`src/rtl/bcd_stream_encoder_pkg.sv`:
```
// bcd_pkg: shared digit width, encoder state type and add-3 digit correction
package bcd_pkg;
  localparam int DIGIT_W = 4;
  typedef enum logic [1:0] {IDLE, SHIFT, DONE} state_t;
  function automatic logic [DIGIT_W-1:0] add3(input logic [DIGIT_W-1:0] d);
    return d >= 4'd5 ? d + 4'd3 : d;
  endfunction
endpackage

```
`src/rtl/bcd_stream_encoder_if.sv`:
```
// bcd_stream_encoder_if: value-in / BCD-out handshake bundle for the stream encoder
interface bcd_stream_encoder_if import bcd_pkg::*; #(
  parameter int BINARY_LENGTH = 128,
  parameter int DECIMAL_LENGTH = 39
);
  logic in_valid;
  logic in_ready;
  logic [BINARY_LENGTH-1:0] binary_data;
  logic out_valid;
  logic out_ready;
  logic [DECIMAL_LENGTH*DIGIT_W-1:0] BCD_data;
  logic sign;
  logic overflow;
  logic [$clog2(DECIMAL_LENGTH+1)-1:0] digit_count;
  modport master(
    output in_valid, binary_data, out_ready,
    input in_ready, out_valid, BCD_data, sign, overflow, digit_count
  );
  modport slave(
    input in_valid, binary_data, out_ready,
    output in_ready, out_valid, BCD_data, sign, overflow, digit_count
  );
endinterface

```
`src/rtl/bcd_stream_encoder_digit_cell.sv`:
```
// bcd_digit_cell: one double-dabble digit; add-3 correct, shift in carry, pass MSB upward
module bcd_digit_cell import bcd_pkg::*; (
  input  logic [DIGIT_W-1:0] digit,
  input  logic               carry_in,
  output logic [DIGIT_W-1:0] digit_next,
  output logic               carry_out
);
  logic [DIGIT_W-1:0] adj;
  assign adj = add3(digit);
  assign digit_next = {adj[DIGIT_W-2:0], carry_in};
  assign carry_out = adj[DIGIT_W-1];
endmodule

```
`src/rtl/bcd_stream_encoder.sv`:
```
// bcd_stream_encoder: sequential signed/unsigned binary-to-BCD converter with overflow and digit count
module bcd_stream_encoder import bcd_pkg::*; #(
  parameter int BINARY_LENGTH = 128,
  parameter int DECIMAL_LENGTH = 39,
  parameter int SIGNED = 0
) (
  input logic CLK,
  input logic RST_N,
  bcd_stream_encoder_if.slave bus
);
  localparam int CW = $clog2(BINARY_LENGTH + 1);
  localparam int BW = DECIMAL_LENGTH * DIGIT_W;
  localparam int DW = $clog2(DECIMAL_LENGTH + 1);
  state_t state_q, state_d;
  logic [CW-1:0] cnt_q, cnt_d;
  logic [BINARY_LENGTH-1:0] mag_q, mag_d;
  logic [BW-1:0] bcd_q, bcd_d, bcd_sh;
  logic sign_q, sign_d, ovf_q, ovf_d, neg;
  logic [DECIMAL_LENGTH:0] carry;
  logic [DW-1:0] dcnt;
  assign carry[0] = mag_q[BINARY_LENGTH-1];
  for (genvar i = 0; i < DECIMAL_LENGTH; i++) begin : g_cell
    bcd_digit_cell u_cell (
      .digit(bcd_q[i*DIGIT_W +: DIGIT_W]),
      .carry_in(carry[i]),
      .digit_next(bcd_sh[i*DIGIT_W +: DIGIT_W]),
      .carry_out(carry[i+1])
    );
  end
  assign neg = (SIGNED != 0) && bus.binary_data[BINARY_LENGTH-1];
  always_comb begin
    state_d = state_q;
    cnt_d = cnt_q;
    mag_d = mag_q;
    bcd_d = bcd_q;
    sign_d = sign_q;
    ovf_d = ovf_q;
    case (state_q)
      IDLE: if (bus.in_valid) begin
        state_d = SHIFT;
        mag_d = neg ? -bus.binary_data : bus.binary_data;
        sign_d = neg;
        bcd_d = '0;
        ovf_d = 1'b0;
        cnt_d = CW'(BINARY_LENGTH);
      end
      SHIFT: begin
        mag_d = mag_q << 1;
        bcd_d = bcd_sh;
        ovf_d = ovf_q | carry[DECIMAL_LENGTH];
        cnt_d = cnt_q - CW'(1);
        state_d = cnt_q == CW'(1) ? DONE : SHIFT;
      end
      DONE: state_d = bus.out_ready ? IDLE : DONE;
      default: state_d = IDLE;
    endcase
  end
  always_ff @(posedge CLK) begin
    if (!RST_N) begin
      state_q <= IDLE;
      cnt_q <= '0;
      mag_q <= '0;
      bcd_q <= '0;
      sign_q <= 1'b0;
      ovf_q <= 1'b0;
    end else begin
      state_q <= state_d;
      cnt_q <= cnt_d;
      mag_q <= mag_d;
      bcd_q <= bcd_d;
      sign_q <= sign_d;
      ovf_q <= ovf_d;
    end
  end
  always_comb begin
    dcnt = DW'(1);
    for (int i = 0; i < DECIMAL_LENGTH; i++)
      if (bcd_q[i*DIGIT_W +: DIGIT_W] != '0) dcnt = DW'(i + 1);
  end
  assign bus.in_ready = state_q == IDLE;
  assign bus.out_valid = state_q == DONE;
  assign bus.BCD_data = bcd_q;
  assign bus.sign = sign_q;
  assign bus.overflow = ovf_q;
  assign bus.digit_count = dcnt;
endmodule

```
`src/flat_wrapper.sv`:
```
// flat-port wrapper written by rule: the top's interface ports become plain ports
module bcd_stream_encoder_flat import bcd_pkg::*;
#(
  parameter int BINARY_LENGTH = 128,
  parameter int DECIMAL_LENGTH = 39,
  parameter int SIGNED = 0
)
  (CLK, RST_N, bus_in_valid, bus_binary_data, bus_out_ready, bus_in_ready, bus_out_valid, bus_BCD_data, bus_sign, bus_overflow, bus_digit_count);
  bcd_stream_encoder_if #(.BINARY_LENGTH(BINARY_LENGTH), .DECIMAL_LENGTH(DECIMAL_LENGTH)) bus_i ();
  input logic CLK;
  input logic RST_N;
  input wire logic [$bits(bus_i.in_valid)-1:0] bus_in_valid;
  input wire logic [$bits(bus_i.binary_data)-1:0] bus_binary_data;
  input wire logic [$bits(bus_i.out_ready)-1:0] bus_out_ready;
  output wire logic [$bits(bus_i.in_ready)-1:0] bus_in_ready;
  output wire logic [$bits(bus_i.out_valid)-1:0] bus_out_valid;
  output wire logic [$bits(bus_i.BCD_data)-1:0] bus_BCD_data;
  output wire logic [$bits(bus_i.sign)-1:0] bus_sign;
  output wire logic [$bits(bus_i.overflow)-1:0] bus_overflow;
  output wire logic [$bits(bus_i.digit_count)-1:0] bus_digit_count;
  assign bus_i.in_valid = bus_in_valid;
  assign bus_i.binary_data = bus_binary_data;
  assign bus_i.out_ready = bus_out_ready;
  assign bus_in_ready = bus_i.in_ready;
  assign bus_out_valid = bus_i.out_valid;
  assign bus_BCD_data = bus_i.BCD_data;
  assign bus_sign = bus_i.sign;
  assign bus_overflow = bus_i.overflow;
  assign bus_digit_count = bus_i.digit_count;
  bcd_stream_encoder #(.BINARY_LENGTH(BINARY_LENGTH), .DECIMAL_LENGTH(DECIMAL_LENGTH), .SIGNED(SIGNED)) u_core (.CLK(CLK), .RST_N(RST_N), .bus(bus_i));
endmodule
```
`config.mk`:
```
export PLATFORM = sky130hd
export DESIGN_NAME = bcd_stream_encoder_flat
export DESIGN_NICKNAME = d
export VERILOG_FILES = /design/src/rtl/bcd_stream_encoder_pkg.sv /design/src/rtl/bcd_stream_encoder_if.sv /design/src/rtl/bcd_stream_encoder_digit_cell.sv /design/src/rtl/bcd_stream_encoder.sv /design/src/flat_wrapper.sv
export SDC_FILE = /design/constraint.sdc
export NUM_CORES = 1
export LEC_CHECK = 0
export CORE_ASPECT_RATIO = 1.25
export CORE_UTILIZATION = 30
export DETAILED_ROUTE_END_ITERATION = 12
export PLACE_DENSITY = 0.55
export SLEW_MARGIN = 20
export SYNTH_ARGS = -nofsm -noshare
export SYNTH_HDL_FRONTEND = slang
export SYNTH_HIERARCHICAL = 1
export SYNTH_SLANG_ARGS = --single-unit
```
`constraint.sdc`:
```
create_clock -name CLK -period 6.4 [get_ports CLK]
set_input_delay 0.96 -clock CLK [delete_from_list [all_inputs] [get_ports CLK]]
set_output_delay 0.96 -clock CLK [all_outputs]
set_load 0.02 [all_outputs]
```
==> results.txt, run 1 <==
outcome: complete, no violations
hold slack: 0.480 ns
CORE AREA: 56400 um2
antenna viol nets, final: 0
Synth top area share: 0.342
DR iter-0 viols: 997
area delta synth->final: 25.3%
clock latency on the worst-skew pair: 0.55 ns
row count: 97
Max Cap Viol: 0
initial cell density of the core: 0.306
fin crit share: 0.700
Synth async-reset ratio: 0
via count: 15300
Final Skew: 0.0160 ns
crit path cell chain: or4_1, nor4_1, o2111ai_1, a31oi_1, o31ai_1, clkdlybuf4s50_1
Ys Warns: 6
kind of critical path: reg2out
Worst R2R Setup Slack: 3.30 ns
RSZ-0062 raised after global routing: false
FF/Latch Area: 5910 um2
cell accounting for the most synthesized area: dfxtp_1
Nets: 2469
first-pass GRT wire length: 79200 um
R2R cell count: 6
Crit path required time: 5.44 ns
share of cells above drive strength 1: 0.107
Synth Area per Inst: 8.24 um2
routed wire length: 49500 um
EDFF count, synth: 0
CTS Root Cell: clkbuf_16
Multi-input gate area: 10200 um2
# IOs: 298
clk sinks: 295
register area share after synthesis: 0.342
Synth Instances: 2092
CTS tree: built
drt pass-1 iters: 5
Placed Area: 20400 um2
cts hold-fix bufs: 0
min Tclk post-route: 4.48 ns
largest net degree at the start of global routing: 161
synthesized area: 17200 um2
Hold Fails Final Rpt: 0
die area: 58400 um2
CP Max Fanout: 7
final setup fails: 0
P_leak: 8.18 nW
Final Max Tran Viols: 0
number of global-route vias before repair: 14500
GRT Residual Overflow: 0
commonest cells in the synthesized netlist: dfxtp_1, nor2b_1, nor2_1
Worst Setup End Kind: output port
Pwr Total: 4.60 mW
Synth Register Bits: 295
Routed WL per cell: 16.4 um
Hold Crit Class: reg2reg
Layout Cell Area excl Fill: 21600 um2
Crit path arrival time: 3.52 ns
Final GP Congestion: 0.837
crit-path max cell delay: 0.69 ns
CTS max path bufs: 3
R2R Path End: u_core/cnt_q[7]$_SDFFE_PN0P_
Critical-path top delay cell: nor4_1
Reg clk slew, reported paths: 0.06 ns
die height: 270 um
Critical Path Start Type: flip-flop
# Post-CTS Setup Buffers: 0
most numerous cell in the Yosys netlist: dfxtp_1
Mapped Nets: 2304
vias per inst: 5.07
cts repair resizes: 0
Synth area leaders: dfxtp_1, nor2b_1, o221a_2, a22oi_1, ha_1
pwr dens: 213 nW/um2
initial antenna violation count: 2
Fin Setup TNS: 0 ns
worst slew pin tran: 0.971 ns
# diodes: 0
VDD IR max: 0.191 mV
slew margin rel.: 0.352
Port Buffers: 296
cts bufs inserted: 37
Critical R2R Launch: u_core/state_q[0]$_SDFFE_PN0P_
chip width: 216 um
Distinct cells, synth: 52
top_reg_cell synth: dfxtp_1
Max H-tree Level: 2
Setup crit end: bus_digit_count[2]
# DRC: 0
Critical Path Source: u_core/bus.BCD_data[88]$_SDFFE_PN0P_
Filler cells: 5698
placed cell count: 2960
DPL Wire Length: 31800 um
fmax: 223 MHz
non-filler instance count after layout: 3025
Overall Global Routing Usage: 0.163
[power by group]
group | leakage (nW) | switching, mW | internal, mW
Sequential | 2.41 | 0.0722 | 1.94
Clock | 0.564 | 0.843 | 1.19
Combinational | 5.20 | 0.284 | 0.280
[how the worst min path moves through the flow]
| stage | start | endpoint | slack [ns] | cells after the start |
|---|---|---|---|---|
| CTS | u_core/bus.overflow$_SDFFE_PN0P_ | u_core/bus.overflow$_SDFFE_PN0P_ | 0.49 | 2 |
| finish | u_core/bus.overflow$_SDFFE_PN0P_ | u_core/bus.overflow$_SDFFE_PN0P_ | 0.48 | 2 |
| global placement | u_core/bus.overflow$_SDFFE_PN0P_ | u_core/bus.overflow$_SDFFE_PN0P_ | 0.48 | 2 |
| floorplan | u_core/mag_q[0]$_SDFFE_PN0P_ | u_core/mag_q[0]$_SDFFE_PN0P_ | 0.48 | 2 |
| global route | u_core/bus.overflow$_SDFFE_PN0P_ | u_core/bus.overflow$_SDFFE_PN0P_ | 0.52 | 2 |
| detailed placement | u_core/bus.overflow$_SDFFE_PN0P_ | u_core/bus.overflow$_SDFFE_PN0P_ | 0.48 | 2 |
[cells by family after synthesis]
logic type                 Yosys count  share of synthesized area
DFF                                295                      0.342
muxes                               41                     0.0238
adders and majority gates           80                     0.0580
and+or+nand+nor                    800                      0.241
xor gates and xnor gates            40                     0.0203
buffers and inverters              264                     0.0664
other                                1                   0.000217
AOI/OAI and AO/OA                  571                      0.247
[cell type report]
| cell class | instances | area share |
|---|---|---|
| clock inverter | 6 | 0.00220 |
| clock buffer | 59 | 0.0514 |
| tap | 742 | 0.0430 |
| timing repair buffer | 307 | 0.142 |
| sequential | 295 | 0.274 |
| inverter | 83 | 0.0144 |
| multi-input combinational | 1533 | 0.473 |
[metrics by stage]
step / util / setup slack, ns
floorplan: - / 3.34
global placement: 0.362 / 2.51
detailed placement: 0.362 / 2.55
CTS: 0.383 / 1.94
global route: 0.383 / 1.84
finish: 0.383 / 1.92
[sequential cells by signal, summed over array words and instances, names as in the netlist]
| register | flops |
|---|---|
| u_core/mag_q | 128 |
| u_core/state_q | 2 |
| u_core/bus.overflow | 1 |
| u_core/bus.BCD_data | 156 |
| u_core/cnt_q | 8 |
[cell usage in the layout (no fill, tap or decap), types with 4 or more instances in the layout]
| cell type | Yosys | final |
|---|---|---|
| clkdlybuf4s50_1 | 0 | 294 |
| dfxtp_1 | 295 | 293 |
| nor2b_1 | 286 | 285 |
| nor2_1 | 181 | 180 |
| nand2_1 | 173 | 173 |
| a22oi_1 | 156 | 156 |
| a21oi_1 | 141 | 141 |
| o221a_2 | 127 | 127 |
| inv_1 | 83 | 83 |
| nand2b_1 | 80 | 80 |
| ha_1 | 80 | 80 |
| o21ai_0 | 44 | 44 |
| mux2i_1 | 41 | 41 |
| o21ai_1 | 40 | 40 |
| a21oi_2 | 39 | 39 |
| xnor2_1 | 39 | 39 |
| clkbuf_16 | 0 | 38 |
| nor4_1 | 29 | 28 |
| or4_1 | 20 | 20 |
| clkbuf_1 | 129 | 13 |
| buf_4 | 40 | 10 |
| clkbuf_8 | 0 | 9 |
| nand3_1 | 8 | 8 |
| and2_1 | 6 | 6 |
| or4_4 | 4 | 4 |
[critical path: cells and delay by family, from the launching register on]
kind	cells	cell delay [ns]
AND/OR/NAND/NOR	2	1.31
AO/OA/AOI/OAI	3	0.72
buffers and inverters	1	0.56
flip-flops	1	0.38
[per-layer routing]
layer,routed length [um],part of all wire,vias to the layer above,GRT usage
li1,-,-,7647,-
met5,26,0.00052,-,0
met4,1170,0.024,4,0.0460
met1,22500,0.45,7240,0.214
met3,2750,0.055,72,0.0385
met2,23100,0.47,367,0.264
Note: power is estimated with default switching activity, not from simulation.
==> run 2: changes to the inputs <==
Clock period 6.4 ns to 4.2 ns, I/O delays scaled along.
==> run 2 against run 1 <==
Global-route usage shrank 0.22 points. Design area grew 0.52%. Wire length shrank 1.1%. Core utilization grew 0.20 points. Non-clock buffer count grew 4. Critical path depth is the same. Sequential share of layout area shrank 0.14 points. Register-to-register slack lost 1.8 ns. Via count shrank 0.22%. Hold slack lost 0.0023 ns. Sequential power grew 52%. Largest power group unchanged.
==> results.txt, run 2 (same netlist as run 1, synthesis figures left out) <==
outcome: complete, no violations
DR iter-0 viols: 864 (-13%)
Cell Int Power: 5.24 mW (+54%)
switching share of total power: 0.257 (-0.00325)
Nets: 2473 (+0.16%)
Fin Setup TNS: 0 ns (unchanged)
commonest cells after routing, fill and taps aside: clkdlybuf4s50_1, dfxtp_1, nor2b_1
Reg clk slew, reported paths: 0.06 ns (about the same)
initial antenna violation count: 4 (+2)
VDD IR max: 0.250 mV (+31%)
# Post-CTS Setup Buffers: 0 (unchanged)
worst slew pin tran: 1.15 ns (+0.181 ns)
clk sinks: 295 (unchanged)
Filler cells: 5718 (+0.35%)
P_leak: 8.23 nW (+0.57%)
first-pass GRT wire length: 77700 um (-1.9%)
CTS tree: built
row count: 97 (unchanged)
cts repair resizes: 0 (unchanged)
area delta synth->final: 25.9%
sw power: 1.82 mW (+51%)
Port Buffers: 296 (unchanged)
max reg flops: 156 (unchanged)
Routed WL per cell: 16.2 um (-1.2%)
Worst R2R Setup Slack: 1.52 ns (-1.78 ns)
antenna viol nets, final: 0 (unchanged)
Hold Fails Final Rpt: 0 (unchanged)
fin crit share: 0.976
Hold Crit Class: reg2reg
die area: 58400 um2 (unchanged)
Final GP Congestion: 0.838 (+0.14%)
Max Cap Viol: 0 (unchanged)
hold slack: 0.478 ns (-0.00225 ns)
FF/Latch Area: 5910 um2 (unchanged)
cts bufs inserted: 37 (unchanged)
initial cell density of the core: 0.306 (unchanged)
# IOs: 298 (unchanged)
fmax: 244 MHz
Crit path required time: 3.57 ns (-1.87 ns)
# DRC: 0 (unchanged)
commonest non-fill, non-tap cell in the layout: clkdlybuf4s50_1
via count: 15300 (-0.22%)
Final Util: 0.385 (+0.00197)
clock latency on the worst-skew pair: 0.54 ns (about the same)
Crit path arrival time: 3.47 ns (-0.05 ns)
CTS max path bufs: 3 (unchanged)
number of global-route vias before repair: 14200 (-2.5%)
clock share of power: 0.444 (+0.003)
routed wire length: 49000 um (-1.1%)
Final Skew: 0.0231 ns (+0.00708 ns)
vias per inst: 5.05 (-0.35%)
Logic pwr share: 0.122 (about the same)
Final Max Tran Viols: 0 (unchanged)
CTS Root Cell: clkbuf_16
cts hold-fix bufs: 0 (unchanged)
kind of critical path: reg2out
Pwr Total: 7.05 mW (+53%)
Critical Path Start Type: flip-flop
Worst Setup End Kind: output port
min Tclk post-route: 4.10 ns
CP Max Fanout: 7 (unchanged)
drt pass-1 iters: 5 (unchanged)
largest net degree at the start of global routing: 160 (-0.62%)
GRT Residual Overflow: 0 (unchanged)
Overall Global Routing Usage: 0.161 (-0.00217)
Max H-tree Level: 2 (unchanged)
DPL Wire Length: 31300 um (-1.5%)
chip width: 216 um (unchanged)
share of cells above drive strength 1: 0.109 (+0.00166)
CORE AREA: 56400 um2 (unchanged)
placed cell count: 2964 (+0.14%)
Sequential Power Share: 0.434 (-0.002)
final setup fails: 0 (unchanged)
RSZ-0062 raised after global routing: false
pwr dens: 325 nW/um2 (+52%)
die height: 270 um (unchanged)
non-filler instance count after layout: 3029 (+0.13%)
slew margin rel.: 0.231 (-0.121)
Multi-input gate area: 10200 um2 (about the same)
[run 2: power groups by stage]
stage          Combinational, mW  Sequential (mW)  Clock [mW]
6_report                   0.863             3.06        3.13
5_1_grt                    0.953             3.08        3.37
4_1_cts                    0.872             3.06        3.26
3_5_place_dp               0.869             3.12           0
3_3_place_gp               0.863             3.12           0
2_1_floorplan              0.622             3.07           0
[run 2: stage by stage]
stage | worst slack (ns) | instance area (um2)
3_3_place_gp | 0.695 | 20500
4_1_cts | 0.0618 | 21700
5_1_grt | 0.0209 | 21700
2_1_floorplan | 1.47 | 17200
6_report | 0.100 | 21700
3_5_place_dp | 0.673 | 20500
[run 2: area by class of cell]
| cell class | count | share of cell area |
|---|---|---|
| clock inverter | 3 | 0.00133 |
| inverter | 83 | 0.0143 |
| multi-input combinational | 1533 | 0.471 |
| tap | 742 | 0.0428 |
| antenna | 2 | 0.000231 |
| timing repair buffer | 311 | 0.146 |
| clock buffer | 60 | 0.0527 |
| sequential | 295 | 0.272 |
[run 2: per-layer routing]
metal,share of wire,vias up,GRT usage,wire length (um)
li1,-,7654,-,-
met1,0.46,7201,0.212,22300
met2,0.45,356,0.254,22300
met3,0.061,78,0.0412,3000
met4,0.028,8,0.0524,1350
met5,0.0011,-,0,55
[run 2: worst paths after layout]
path,cells past startpoint,from,endpoint
worst max-delay path,6,u_core/bus.BCD_data[88]$_SDFFE_PN0P_,bus_digit_count[2]
worst min-delay path,2,u_core/bus.overflow$_SDFFE_PN0P_,u_core/bus.overflow$_SDFFE_PN0P_
worst max register to register,4,u_core/state_q[0]$_SDFFE_PN0P_,u_core/bus.BCD_data[141]$_SDFFE_PN0P_
worst min register to register,2,u_core/bus.overflow$_SDFFE_PN0P_,u_core/bus.overflow$_SDFFE_PN0P_
[run 2: worst max-delay path, stage by stage, from the launching register on]
cell and delay [ns]:
dfxtp_1 0.37, or4_1 0.62, nor4_1 0.64, o2111ai_1 0.37
a31oi_1 0.26, o31ai_1 0.08, clkdlybuf4s50_1 0.57
==> run 3: changes to the inputs <==
Settings changed: PLACE_DENSITY 0.55 to 0.51.
==> run 3 against run 2 <==
Via count rose by 0.14%. Sequential cell count unchanged. Power up 2.1%. Wire length grew 0.54%. Non-clock buffer count grew 10. Global-route usage up 0.20 points. Cell count is 0.36% higher. Combinational power grew 2.4%. Sequential share of layout area down 0.12 points. Critical path depth stayed put. Critical path type unchanged. Critical endpoint is now bus_digit_count[1]. Largest power group unchanged.
==> results.txt, run 3 (same netlist as run 1, synthesis figures left out) <==
CTS tree: built
clk sinks: 295 (unchanged)
Hold Crit Class: reg2reg
# IOs: 298 (unchanged)
kind of critical path: reg2out
crit path cell chain: or4_1, nor2_1, o211ai_1, a2111oi_1, o41a_1, clkdlybuf4s50_1
drt pass-1 iters: 5 (unchanged)
cts hold-fix bufs: 0 (unchanged)
antenna viol nets, final: 0 (unchanged)
Pwr Total: 7.20 mW (+2.1%)
crit-path max cell delay: 0.62 ns (-0.02 ns)
Overall Global Routing Usage: 0.163 (+0.00200)
Reg clk slew, reported paths: 0.06 ns (about the same)
first-pass GRT wire length: 78900 um (+1.5%)
crit path buf inv count: 1 (unchanged)
clock latency on the worst-skew pair: 0.54 ns (about the same)
Critical R2R Launch: u_core/state_q[1]$_SDFFE_PN0P_
Max Cap Viol: 0 (unchanged)
# Post-CTS Setup Buffers: 0 (unchanged)
initial cell density of the core: 0.306 (unchanged)
Crit path required time: 3.57 ns (about the same)
largest net degree at the start of global routing: 130 (-19%)
share of cells above drive strength 1: 0.115 (+0.00640)
Worst R2R Setup Slack: 1.94 ns (+0.42 ns)
DPL Wire Length: 32100 um (+2.5%)
VDD IR max: 0.212 mV (-15%)
Max H-tree Level: 2 (unchanged)
die height: 270 um (unchanged)
Worst Setup End Kind: output port
pwr dens: 330 nW/um2 (+1.6%)
Final Max Tran Viols: 0 (unchanged)
Critical-path top delay cell: clkdlybuf4s50_1
Setup crit end: bus_digit_count[1]
number of global-route vias before repair: 14300 (+1.1%)
area delta synth->final: 26.5%
Final GP Congestion: 0.865 (+3.2%)
Nets: 2483 (+0.40%)
Port Buffers: 296 (unchanged)
R2R Path End: u_core/bus.BCD_data[85]$_SDFFE_PN0P_
commonest non-fill, non-tap cell in the layout: clkdlybuf4s50_1
Fin Setup TNS: 0 ns (unchanged)
Stages on worst setup path: 6 (unchanged)
Filler cells: 5700 (-0.31%)
Final Skew: 0.00946 ns (-0.0137 ns)
cell family with most CP delay: simple AND/OR/NAND/NOR gates
fin crit share: 0.951 (-0.0247)
Hold Fails Final Rpt: 0 (unchanged)
Routed WL per cell: 16.2 um (+0.18%)
fmax: 250 MHz (+2.6%)
Crit path arrival time: 3.37 ns (-0.10 ns)
min Tclk post-route: 4.00 ns (-0.104 ns)
cts repair resizes: 0 (unchanged)
commonest cells after routing, fill and taps aside: clkdlybuf4s50_1, dfxtp_1, nor2b_1
P_leak: 8.30 nW (+0.92%)
R2R cell count: 4 (unchanged)
max reg flops: 156 (unchanged)
worst slew pin tran: 1.01 ns (-0.139 ns)
outcome: complete, no violations
die area: 58400 um2 (unchanged)
initial antenna violation count: 2 (-2)
cts bufs inserted: 37 (unchanged)
Critical Path Source: u_core/bus.BCD_data[44]$_SDFFE_PN0P_
slew margin rel.: 0.324 (+0.0927)
final setup margin: 0.204 ns (+0.104 ns)
vias per inst: 5.04 (-0.22%)
CTS Root Cell: clkbuf_16
chip width: 216 um (unchanged)
DR iter-0 viols: 877 (+1.5%)
row count: 97 (unchanged)
final setup fails: 0 (unchanged)
hold wc startpoint: u_core/bus.overflow$_SDFFE_PN0P_
post-place setup slack: 0.646 ns (-0.0265 ns)
CORE AREA: 56400 um2 (unchanged)
RSZ-0062 raised after global routing: false
GRT Residual Overflow: 0 (unchanged)
CTS max path bufs: 3 (unchanged)
via count: 15300 (+0.14%)
# DRC: 0 (unchanged)
routed wire length: 49300 um (+0.54%)
Critical Path Start Type: flip-flop
CP Max Fanout: 7 (unchanged)
run 3: changes by cell type in the layout (fill, tap and decap cells not counted), sizes merged:
cell,change
clkbuf,-6
inv,+1
buf,+10
diode,-1
clkinv,+5
bufinv,+2
run 3: per-layer routing:
metal	track usage	share of wire	up-vias
li1	-	-	7674
met1	0.212	0.46	7230
met2	0.263	0.46	341
met3	0.0402	0.055	70
met4	0.0482	0.025	4
met5	0	0.00049	-
run 3: layout make-up:
type	instances	area, um2	area share
Multi-Input combinational cell	1533	10200	0.468
Sequential cell	295	5910	0.271
Timing Repair Buffer	321	3210	0.147
Clock buffer	54	1110	0.0510
Tap cell	742	928	0.0426
Inverter	83	312	0.0143
Clock inverter	11	111	0.00511
Antenna cell	1	2.50	0.000115
run 3: power breakdown:
| part | switching [mW] | internal, mW |
|---|---|---|
| sequential | 0.0923 | 2.95 |
| combinational | 0.446 | 0.438 |
| clock | 1.32 | 1.96 |
| total | 1.86 | 5.34 |
run 3: worst min path at each step:
stage                                            end  slack [ns]  cells past startpoint
finish              u_core/bus.overflow$_SDFFE_PN0P_        0.50                      2
global route        u_core/bus.overflow$_SDFFE_PN0P_        0.52                      2
floorplan               u_core/mag_q[0]$_SDFFE_PN0P_        0.48                      2
global placement    u_core/bus.overflow$_SDFFE_PN0P_        0.47                      2
detailed placement  u_core/bus.overflow$_SDFFE_PN0P_        0.48                      2
CTS                 u_core/bus.overflow$_SDFFE_PN0P_        0.50                      2
run 3: stage by stage:
step                       util  hold WS, ns  cells  instance area [um2]
after floorplan               -        0.477   2092                17200
after global placement    0.365        0.467   2974                20600
after detailed placement  0.365        0.481   2974                20600
after CTS                 0.386        0.496   3039                21800
after global routing      0.386        0.522   3039                21800
final                     0.386        0.499   3040                21800
run 3: tightest hold or removal path: cells and delay by family, from the launching register on:
kind / cells / cell delay [ns]
flops: 1 / 0.33
simple gates: 1 / 0.08
compound gates: 1 / 0.05
